**src/rtl/hazard_if.sv**
```systemverilog
// -----------------------------------------------------------------------------
// hazard_if
// Purpose : bundles the pipeline-side signals exchanged with the hazard
//           controller: register specifiers and write enables from decode,
//           execute, memory and writeback, the branch and mul/div handshake,
//           and the forward/stall/flush controls plus the performance counters.
// Modports: master - pipeline side (drives register/control info, reads controls)
//           slave  - hazard controller side (reads pipeline info, drives controls)
// -----------------------------------------------------------------------------
interface hazard_if;
  // Decode / execute / memory / writeback register specifiers
  logic [4:0]  rs1_d, rs2_d;
  logic [4:0]  rs1_e, rs2_e, rd_e;
  logic [4:0]  rd_m, rd_w;
  logic        regwrite_m, regwrite_w;
  logic [1:0]  result_src_e;
  // Control flow and mul/div handshake
  logic        pc_src_e;
  logic        md_req_e;
  logic        md_done;
  // Controller outputs
  logic [1:0]  forward_a_e, forward_b_e;
  logic        stall_f, stall_d, stall_e;
  logic        flush_d, flush_e, flush_m;
  logic        md_start;
  logic        md_error;
  logic [31:0] stall_count, flush_count;

  modport master (
    output rs1_d, rs2_d, rs1_e, rs2_e, rd_e, rd_m, rd_w,
    output regwrite_m, regwrite_w, result_src_e, pc_src_e, md_req_e, md_done,
    input  forward_a_e, forward_b_e, stall_f, stall_d, stall_e,
    input  flush_d, flush_e, flush_m, md_start, md_error, stall_count, flush_count
  );

  modport slave (
    input  rs1_d, rs2_d, rs1_e, rs2_e, rd_e, rd_m, rd_w,
    input  regwrite_m, regwrite_w, result_src_e, pc_src_e, md_req_e, md_done,
    output forward_a_e, forward_b_e, stall_f, stall_d, stall_e,
    output flush_d, flush_e, flush_m, md_start, md_error, stall_count, flush_count
  );
endinterface

```
**src/rtl/hazard_controller.sv**
```systemverilog
// -----------------------------------------------------------------------------
// hazard_controller
// Purpose : hazard unit for a 5-stage pipeline. Selects operand forwarding for
//           execute, stalls on load-use, flushes on taken branches, and freezes
//           the front of the pipeline while a multi-cycle mul/div runs
//           (IDLE -> MD_BUSY -> MD_DRAIN), with a sticky timeout flag and
//           stall/flush performance counters.
// Params  : MD_TIMEOUT - MD_BUSY cycles without md_done before md_error sets
//           (the busy counter is 7 bits, so 1..128).
// Ports   : clk   - sole clock, rising edge
//           reset - asynchronous, active-high
//           hz    - hazard_if.slave bundle (pipeline info in, controls out)
// -----------------------------------------------------------------------------
module hazard_controller #(
  parameter int MD_TIMEOUT = 64
) (
  input logic    clk,
  input logic    reset,
  hazard_if.slave hz
);

  typedef enum logic [1:0] {
    IDLE     = 2'd0,
    MD_BUSY  = 2'd1,
    MD_DRAIN = 2'd2
  } state_t;

  localparam logic [6:0] LP_BUSY_LAST = 7'(MD_TIMEOUT - 1);

  state_t      r_state, w_state_next;
  logic [6:0]  r_busy_cnt;
  logic        r_md_error;
  logic [31:0] r_stall_count, r_flush_count;

  logic w_load_stall, w_timeout, w_md_start;
  logic w_stall_f, w_stall_d, w_stall_e;
  logic w_flush_d, w_flush_e, w_flush_m;

  // Memory-stage match is checked first so the youngest producer wins;
  // x0 is never forwarded since it always reads as zero.
  function automatic logic [1:0] fwd_sel(input logic [4:0] rs,
                                         input logic       rw_m, input logic [4:0] rd_m,
                                         input logic       rw_w, input logic [4:0] rd_w);
    if (rw_m && (rd_m != 5'd0) && (rd_m == rs)) return 2'b10;
    if (rw_w && (rd_w != 5'd0) && (rd_w == rs)) return 2'b01;
    return 2'b00;
  endfunction

  assign hz.forward_a_e = fwd_sel(hz.rs1_e, hz.regwrite_m, hz.rd_m, hz.regwrite_w, hz.rd_w);
  assign hz.forward_b_e = fwd_sel(hz.rs2_e, hz.regwrite_m, hz.rd_m, hz.regwrite_w, hz.rd_w);

  assign w_load_stall = (hz.result_src_e == 2'b01) && (hz.rd_e != 5'd0) &&
                        ((hz.rd_e == hz.rs1_d) || (hz.rd_e == hz.rs2_d));

  // A same-cycle md_done beats the timeout, so md_error stays clear.
  assign w_timeout = (r_busy_cnt == LP_BUSY_LAST) && !hz.md_done;

  // Next-state and control decode
  always_comb begin
    // NOTE: every output gets a default first so no path leaves one unassigned
    // (an unassigned path in always_comb would infer a latch).
    w_state_next = r_state;
    w_md_start   = 1'b0;
    w_stall_f    = 1'b0;
    w_stall_d    = 1'b0;
    w_stall_e    = 1'b0;
    w_flush_d    = 1'b0;
    w_flush_e    = 1'b0;
    w_flush_m    = 1'b0;
    unique case (r_state)
      IDLE: begin
        // A taken branch squashes decode anyway, so holding it would be wasted.
        w_stall_f = w_load_stall && !hz.pc_src_e;
        w_stall_d = w_load_stall && !hz.pc_src_e;
        w_flush_e = w_load_stall || hz.pc_src_e;
        w_flush_d = hz.pc_src_e;
        if (hz.md_req_e && !hz.pc_src_e) begin
          w_md_start   = 1'b1;
          w_state_next = MD_BUSY;
        end
      end
      MD_BUSY: begin
        // Freeze F/D/E around the mul/div and feed bubbles into memory.
        w_stall_f = 1'b1;
        w_stall_d = 1'b1;
        w_stall_e = 1'b1;
        w_flush_m = 1'b1;
        if (hz.md_done || w_timeout) w_state_next = MD_DRAIN;
      end
      MD_DRAIN: w_state_next = IDLE;  // one free cycle lets the result reach memory
      default:  w_state_next = IDLE;
    endcase
  end

  assign hz.stall_f = w_stall_f;
  assign hz.stall_d = w_stall_d;
  assign hz.stall_e = w_stall_e;
  assign hz.flush_d = w_flush_d;
  assign hz.flush_e = w_flush_e;
  assign hz.flush_m = w_flush_m;
  // Reset forces md_start low so a held md_req_e cannot launch an operation
  // while the pipeline is being cleared.
  assign hz.md_start    = w_md_start && !reset;
  assign hz.md_error    = r_md_error;
  assign hz.stall_count = r_stall_count;
  assign hz.flush_count = r_flush_count;

  // FSM state, busy counter and sticky error
  always_ff @(posedge clk or posedge reset) begin
    if (reset) begin
      r_state    <= IDLE;
      r_busy_cnt <= 7'd0;
      r_md_error <= 1'b0;
    end else begin
      // NOTE: sequential state uses non-blocking assignment so every register
      // samples pre-edge values regardless of statement or block order.
      r_state <= w_state_next;
      if (r_state == MD_BUSY)            r_busy_cnt <= r_busy_cnt + 7'd1;
      else if (w_state_next == MD_BUSY)  r_busy_cnt <= 7'd0;
      if ((r_state == MD_BUSY) && w_timeout) r_md_error <= 1'b1;
    end
  end

  // Performance counters; natural 32-bit wrap
  always_ff @(posedge clk or posedge reset) begin
    if (reset) begin
      r_stall_count <= 32'd0;
      r_flush_count <= 32'd0;
    end else begin
      if (w_stall_d) r_stall_count <= r_stall_count + 32'd1;
      if (w_flush_e) r_flush_count <= r_flush_count + 32'd1;
    end
  end

endmodule

```
**src/flat_wrapper.sv**
```systemverilog
// flat-port wrapper written by rule: the top's interface ports become plain ports
module hazard_controller_flat 
#(
  parameter int MD_TIMEOUT = 64
)
  (clk, reset, hz_rs1_d, hz_rs2_d, hz_rs1_e, hz_rs2_e, hz_rd_e, hz_rd_m, hz_rd_w, hz_regwrite_m, hz_regwrite_w, hz_result_src_e, hz_pc_src_e, hz_md_req_e, hz_md_done, hz_forward_a_e, hz_forward_b_e, hz_stall_f, hz_stall_d, hz_stall_e, hz_flush_d, hz_flush_e, hz_flush_m, hz_md_start, hz_md_error, hz_stall_count, hz_flush_count);
  hazard_if hz_i ();
  input logic clk;
  input logic reset;
  input wire logic [$bits(hz_i.rs1_d)-1:0] hz_rs1_d;
  input wire logic [$bits(hz_i.rs2_d)-1:0] hz_rs2_d;
  input wire logic [$bits(hz_i.rs1_e)-1:0] hz_rs1_e;
  input wire logic [$bits(hz_i.rs2_e)-1:0] hz_rs2_e;
  input wire logic [$bits(hz_i.rd_e)-1:0] hz_rd_e;
  input wire logic [$bits(hz_i.rd_m)-1:0] hz_rd_m;
  input wire logic [$bits(hz_i.rd_w)-1:0] hz_rd_w;
  input wire logic [$bits(hz_i.regwrite_m)-1:0] hz_regwrite_m;
  input wire logic [$bits(hz_i.regwrite_w)-1:0] hz_regwrite_w;
  input wire logic [$bits(hz_i.result_src_e)-1:0] hz_result_src_e;
  input wire logic [$bits(hz_i.pc_src_e)-1:0] hz_pc_src_e;
  input wire logic [$bits(hz_i.md_req_e)-1:0] hz_md_req_e;
  input wire logic [$bits(hz_i.md_done)-1:0] hz_md_done;
  output wire logic [$bits(hz_i.forward_a_e)-1:0] hz_forward_a_e;
  output wire logic [$bits(hz_i.forward_b_e)-1:0] hz_forward_b_e;
  output wire logic [$bits(hz_i.stall_f)-1:0] hz_stall_f;
  output wire logic [$bits(hz_i.stall_d)-1:0] hz_stall_d;
  output wire logic [$bits(hz_i.stall_e)-1:0] hz_stall_e;
  output wire logic [$bits(hz_i.flush_d)-1:0] hz_flush_d;
  output wire logic [$bits(hz_i.flush_e)-1:0] hz_flush_e;
  output wire logic [$bits(hz_i.flush_m)-1:0] hz_flush_m;
  output wire logic [$bits(hz_i.md_start)-1:0] hz_md_start;
  output wire logic [$bits(hz_i.md_error)-1:0] hz_md_error;
  output wire logic [$bits(hz_i.stall_count)-1:0] hz_stall_count;
  output wire logic [$bits(hz_i.flush_count)-1:0] hz_flush_count;
  assign hz_i.rs1_d = hz_rs1_d;
  assign hz_i.rs2_d = hz_rs2_d;
  assign hz_i.rs1_e = hz_rs1_e;
  assign hz_i.rs2_e = hz_rs2_e;
  assign hz_i.rd_e = hz_rd_e;
  assign hz_i.rd_m = hz_rd_m;
  assign hz_i.rd_w = hz_rd_w;
  assign hz_i.regwrite_m = hz_regwrite_m;
  assign hz_i.regwrite_w = hz_regwrite_w;
  assign hz_i.result_src_e = hz_result_src_e;
  assign hz_i.pc_src_e = hz_pc_src_e;
  assign hz_i.md_req_e = hz_md_req_e;
  assign hz_i.md_done = hz_md_done;
  assign hz_forward_a_e = hz_i.forward_a_e;
  assign hz_forward_b_e = hz_i.forward_b_e;
  assign hz_stall_f = hz_i.stall_f;
  assign hz_stall_d = hz_i.stall_d;
  assign hz_stall_e = hz_i.stall_e;
  assign hz_flush_d = hz_i.flush_d;
  assign hz_flush_e = hz_i.flush_e;
  assign hz_flush_m = hz_i.flush_m;
  assign hz_md_start = hz_i.md_start;
  assign hz_md_error = hz_i.md_error;
  assign hz_stall_count = hz_i.stall_count;
  assign hz_flush_count = hz_i.flush_count;
  hazard_controller #(.MD_TIMEOUT(MD_TIMEOUT)) u_core (.clk(clk), .reset(reset), .hz(hz_i));
endmodule
```
**config.mk**
```make
export PLATFORM = sky130hd
export DESIGN_NAME = hazard_controller_flat
export DESIGN_NICKNAME = d
export VERILOG_FILES = /design/src/rtl/hazard_if.sv /design/src/rtl/hazard_controller.sv /design/src/flat_wrapper.sv
export SDC_FILE = /design/constraint.sdc
export NUM_CORES = 1
export LEC_CHECK = 0
export ABC_AREA = 1
export CAP_MARGIN = 0
export CORE_ASPECT_RATIO = 1.1
export CORE_UTILIZATION = 45
export CTS_CLUSTER_SIZE = 10
export DETAILED_ROUTE_END_ITERATION = 8
export GPL_TIMING_DRIVEN = 0
export PLACE_DENSITY = 0.78
export SETUP_SLACK_MARGIN = 0.02
export SYNTH_ARGS = -nofsm -noshare
export SYNTH_HDL_FRONTEND = slang
export SYNTH_SLANG_ARGS = --single-unit
```
**constraint.sdc**
```tcl
create_clock -name clk -period 5.5 [get_ports clk]
set_input_delay 1.1 -clock clk [delete_from_list [all_inputs] [get_ports clk]]
set_output_delay 1.1 -clock clk [all_outputs]
set_load 0.01 [all_outputs]
```
## Yosys cells after proc, flatten, opt, wreduce, memory -nomap -nowiden

Index checks and enable logic that the tools add are counted.

| storage, ports and cells | value |
|---|---|
| flip-flop bits (word level) | 74 |
| latch bits | 0 |
| memory bits (writable) | 0 |
| ROM bits | 0 |
| logic and storage cells | 67 |
| memories kept | 0 |

| cells by class | value |
|---|---|
| add/subtract/negate cells | 3 |
| multipliers | 0 |
| div/mod/pow operators | 0 |
| $lt $le $gt $ge | 0 |
| eq/ne operators | 10 |
| shift-type cells | 0 |
| mux-type cells | 25 |
| bitwise gates (word level) | 0 |
| reduce and logical (&&, ||, !) cells | 24 |

Operators by type and width:

| operator | count |
|---|---|
| adder 32 x 1 -> 32 bit, second input constant | 2 |
| equality test 5 bit | 6 |
| 2-to-1 mux 2 bit | 10 |
| nonzero test 5 bit | 3 |
| 2-to-1 mux 7 bit | 2 |
| logical AND 1 bit | 13 |
| 2-to-1 mux 1 bit | 11 |
| adder 7 x 1 -> 7 bit, second input constant | 1 |
| equality test 7 x 6 -> 1 bit, second input constant | 1 |
| equality test 2 x 1 -> 1 bit, second input constant | 3 |
| case mux 2 bit (2 select lines) | 1 |
| zero test 1 bit | 3 |
| logical OR 1 bit | 3 |
| zero test 2 bit | 1 |
| case mux 1 bit (2 select lines) | 1 |
| nonzero test 2 bit | 1 |

## Depth between registers and ports, before layout

| depth | value |
|---|---|
| depth after elaboration | 8 |
| gate-level depth with buffers | 11 |
| depth with buffers taken out | 10 |

## Worst setup path after synthesis

No wires, ideal clock.

| timing path | value |
|---|---|
| kind | in2out |
| start | in hz_rs1_d[4] |
| end | out hz_stall_f |
| arrival time | 1.952 ns |
| setup slack | 2.448 ns |
| cell stages on the path | 10 |
| cells stage by stage | inv_1 -> nand2_1 -> nand2_1 -> nor2_1 -> nand3_1 -> nand2_2 -> nand3_4 -> nand2_4 -> buf_6 -> buf_4 |

| between the ends | value |
|---|---|
| word-level cells in the longest chain between the ends | 5 |

Ends and longest elaborated chain:

| item | line | text |
|---|---|---|
| from (decl) | flat_wrapper.sv:10 | `input wire logic [$bits(hz_i.rs1_d)-1:0] hz_rs1_d;` |
| equality test 5 bit | hazard_controller.sv:53 | `((hz.rd_e == hz.rs1_d) \|\| (hz.rd_e == hz.rs2_d));` |
| logical OR 1 bit | hazard_controller.sv:53 |  |
| logical AND 1 bit | hazard_controller.sv:52 | `assign w_load_stall = (hz.result_src_e == 2'b01) && (hz.rd_e != 5'd0) &&` |
| logical AND 1 bit | -- |  |
| case mux 1 bit (2 select lines) | -- |  |
| to (decl) | flat_wrapper.sv:25 | `output wire logic [$bits(hz_i.stall_f)-1:0] hz_stall_f;` |

No other way between the ends.

## Worst setup path in the final report

| timing path | value |
|---|---|
| start | in hz_rd_e[1] |
| end | out hz_stall_f |

| between the ends | value |
|---|---|
| word-level cells in the longest chain between the ends | 5 |

Ends and longest elaborated chain:

| item | line | text |
|---|---|---|
| from (decl) | flat_wrapper.sv:14 | `input wire logic [$bits(hz_i.rd_e)-1:0] hz_rd_e;` |
| equality test 5 bit / nonzero test 5 bit (equally long branches) | hazard_controller.sv:53, hazard_controller.sv:52 |  |
| logical OR 1 bit / logical AND 1 bit (equally long branches) | hazard_controller.sv:53, hazard_controller.sv:52 |  |
| logical AND 1 bit * | hazard_controller.sv:52 |  |
| logical AND 1 bit * | hazard_controller.sv:73 | `w_stall_f = w_load_stall && !hz.pc_src_e;` |
| case mux 1 bit (2 select lines) * | hazard_controller.sv:70 | `unique case (r_state)` |

Mark *: on every way between the ends. The rest lies on a longest branch, timed or not.

==> out/metrics.cfg <==
[floorplanning]
coreArea_um2 = 11490
rows = 41
die_area_um2 = 12290
io_pins = 120
start_util_pct = 46.40
die_x_um = 105.8
die_h_um = 116.2

[cts]
cts_hold_buf = 0
path_clk_slew_ns = 0.05
cts_tree = yes
clk_latency_ns = 0.33
clock-sinks = 74
cts_buffers = 9
clockBufferDepth = 2
cts-root-buf = clkbuf_16
cts_resized = 0
postCtsSetupRepairBufs = 0
h-tree-depth = 3

[worst_setup_path]
r2r-end = u_core.hz.stall_count[26]$_DFFE_PP0P_
critical_path.startpoint_type = primary input
worst-path-max-fanout = 11
ff2ff_setup_slack_ns = 3.61
path_cells = clkdlybuf4s50_1 > inv_2 > nand2_1 > nand2_1 > nor2_1 > nand3_1 > nand2_2 > nand3_4 > nand2_4 > buf_6 > buf_4 > clkdlybuf4s50_1
crit_path_end_kind = output pin
criticalPathCategory = in2out
required_ns = 4.40
cp_num_buf_inv = 5
critPathArrivalTime_ns = 3.22
critPathLaunch = hz_rd_e[1]
worstReg2RegStart = u_core.hz.stall_count[0]$_DFFE_PP0P_
cp_top_family = buffers and inverters
cp_slowest_cell = clkdlybuf4s50_1
max_stage_delay_ns = 0.55
reg2reg_depth = 10

[detailed_routing]
drc = 0
routed_wl_um = 14470
drt_iter0_drc = 246
wl_per_cell_um = 13.21
ant_nets = 0
drt_first_pass_iters = 5
num_vias = 5450
viasPerCell = 4.977

[sta]
worst_clock_skew_ns = 0.008554
hold_viol_final = 0
period_minus_slack_ns = 4.322
setup_tns_ns = 0
setup_viol = 0
final_max_slew_viol_count = 0
max_freq_mhz = 231.4
worst_pin_slew_ns = 0.4806
rsz0062_at_grt = no
finalCritPeriodShare_pct = 78.58
maxSlewHeadroom_pct = 67.96

[hold_path]
hold_depth = 1
hp-class = reg2reg
holdPathEnd = u_core.hz.md_error$_DFFE_PP0P_
min_from = u_core.hz.md_error$_DFFE_PP0P_

[power]
finalPower_mw = 1.624
ir_drop_uv = 199.3
leakage_nw = 3.240
p_per_area_nw_per_um2 = 230.7

[yosys]
synth_xor_area_share_pct = 9.200
yosys_warnings = 0
ys_seq_area_share_pct = 34.73
syn_inst = 809
synthMuxAreaShare_pct = 0.2112
syn_avg_cell_area_um2 = 6.590
syn_area_um2 = 5331
yosys.area_share.simple_pct = 47.08
ys_ff_latch = 74
syn_nets = 856
synth_compound_area_share_pct = 0.9153
synthAdderAreaFrac_pct = 0.7041
ys_types = 32
synth_top_family_by_area = simple AND/OR/NAND/NOR gates

[final_layout]
fillers = 1102
nets = 987
antenna_cells = 0
area_growth_syn_to_layout_pct = 32.03
drive_above_1_share_pct = 6.561

[placed_design]
port_buffers = 119
hpwl_um = 11220
routabilityCongestion = 0.9425

[global_routing]
grt_first_pass_wirelength_um = 24270
grt-ovfl-total = 0
track_usage_pct = 24.82
antenna_found_initial = 0
grt_pass1_vias = 5013
grt_max_degree = 54

[run]
drv_cap = 0

[run_status]
outcome = complete, no violations

## worst max-delay path by stage
stage / cells past startpoint / slack [ns] / to
final: 12 / 1.18 / hz_stall_f
after global routing: 12 / 1.04 / hz_stall_f
after CTS: 12 / 1.16 / hz_stall_f
after detailed placement: 12 / 1.16 / hz_stall_f
after global placement: 12 / 1.20 / hz_stall_f
after floorplan: 10 / 2.45 / hz_stall_f
## power breakdown
group	internal [mW]	switching (mW)
combinational	0.182	0.200
sequential	0.587	0.0597
clock	0.376	0.220
## area by class of cell
class | instances | area (µm²) | area share (%)
flip-flops and latches | 74 | 1852 | 26.31
well taps | 150 | 187.7 | 2.666
inverters | 64 | 242.7 | 3.448
multi-input cells | 650 | 3098 | 44.01
clock buffers | 14 | 264.0 | 3.750
clock inverters | 2 | 35.03 | 0.4977
repair buffers | 120 | 1219 | 17.31
plain buffers | 21 | 141.4 | 2.009
## flip-flops by register name (all words and copies together), names as in the netlist
register and count:
u_core.r_state 2, u_core.hz.flush_count 32, u_core.hz.stall_count 32, u_core.r_busy_cnt 7, u_core.hz.md_error 1
## cells in the final DEF, fill, tap and decap left out, drive strengths merged, types with 4 or more instances in the layout
cell / n
o21ai: 6
nand3: 93
nor2: 101
dfrtp: 74
xnor2: 21
inv: 63
clkdlybuf4s50: 119
nand2: 340
buf: 21
clkbuf: 15
nand4: 4
xor2: 35
nor3: 25
nand3b: 16
## cells in the mapped netlist
master	n	area, µm²
nor2_1	92	345.3
nor2_2	7	43.79
inv_2	10	37.54
a21oi_1	1	5.000
o22ai_1	1	6.260
nand3_4	2	35.03
buf_6	6	67.56
xor2_1	35	306.5
nor3_4	1	16.27
clkinv_1	1	3.750
nand2_2	3	18.77
nand2_4	2	22.52
o21ai_0	6	30.03
buf_4	2	15.01
clkbuf_1	1	3.750
mux2_2	1	11.26
nor3_1	22	110.1
nand3b_1	16	120.1
nand3_2	1	10.01
buf_1	4	15.01
o21bai_1	1	7.510
inv_1	53	198.9
nand2_1	335	1257
xnor2_1	21	183.9
nand4_1	4	25.02
nor3_2	2	20.02
buf_2	8	40.04
ha_1	3	37.54
nor2_4	2	22.52
nand3_1	90	450.4
nor4_1	2	12.51
dfrtp_1	74	1852
## per-stage QoR
| step | setup WS, ns | cells | util, % | hold slack [ns] | cell area (µm²) |
|---|---|---|---|---|---|
| 2_1_floorplan | 2.448 | 809 | - | 0.4702 | 5331 |
| 3_3_place_gp | 1.196 | 1078 | 58.39 | 0.4658 | 6710 |
| 3_5_place_dp | 1.163 | 1079 | 58.66 | 0.4689 | 6740 |
| 4_1_cts | 1.159 | 1095 | 61.26 | 0.4868 | 7039 |
| 5_1_grt | 1.039 | 1095 | 61.26 | 0.5011 | 7039 |
| 6_report | 1.178 | 1095 | 61.26 | 0.4775 | 7039 |
## kinds of logic (layout without fill, tap and decap cells)
group                      after synthesis  in the layout
xor gates and xnor gates                56             56
DFF                                     74             74
muxes                                    1              1
buffers and inverters                   85            221
adders and majority gates                3              3
AOI/OAI and AO/OA                        9              9
and+or+nand+nor                        581            581
## metal layers
metal  GRT usage [%]  part of all wire, %  vias to the layer above
met5               0                    0                        -
met2           43.36                   48                      155
met1           31.61                   45                     2472
met4           9.444                  2.3                        0
li1                -                    -                     2798
met3           3.125                  4.6                       25
No activity file was read; power rests on OpenSTA's default activity.
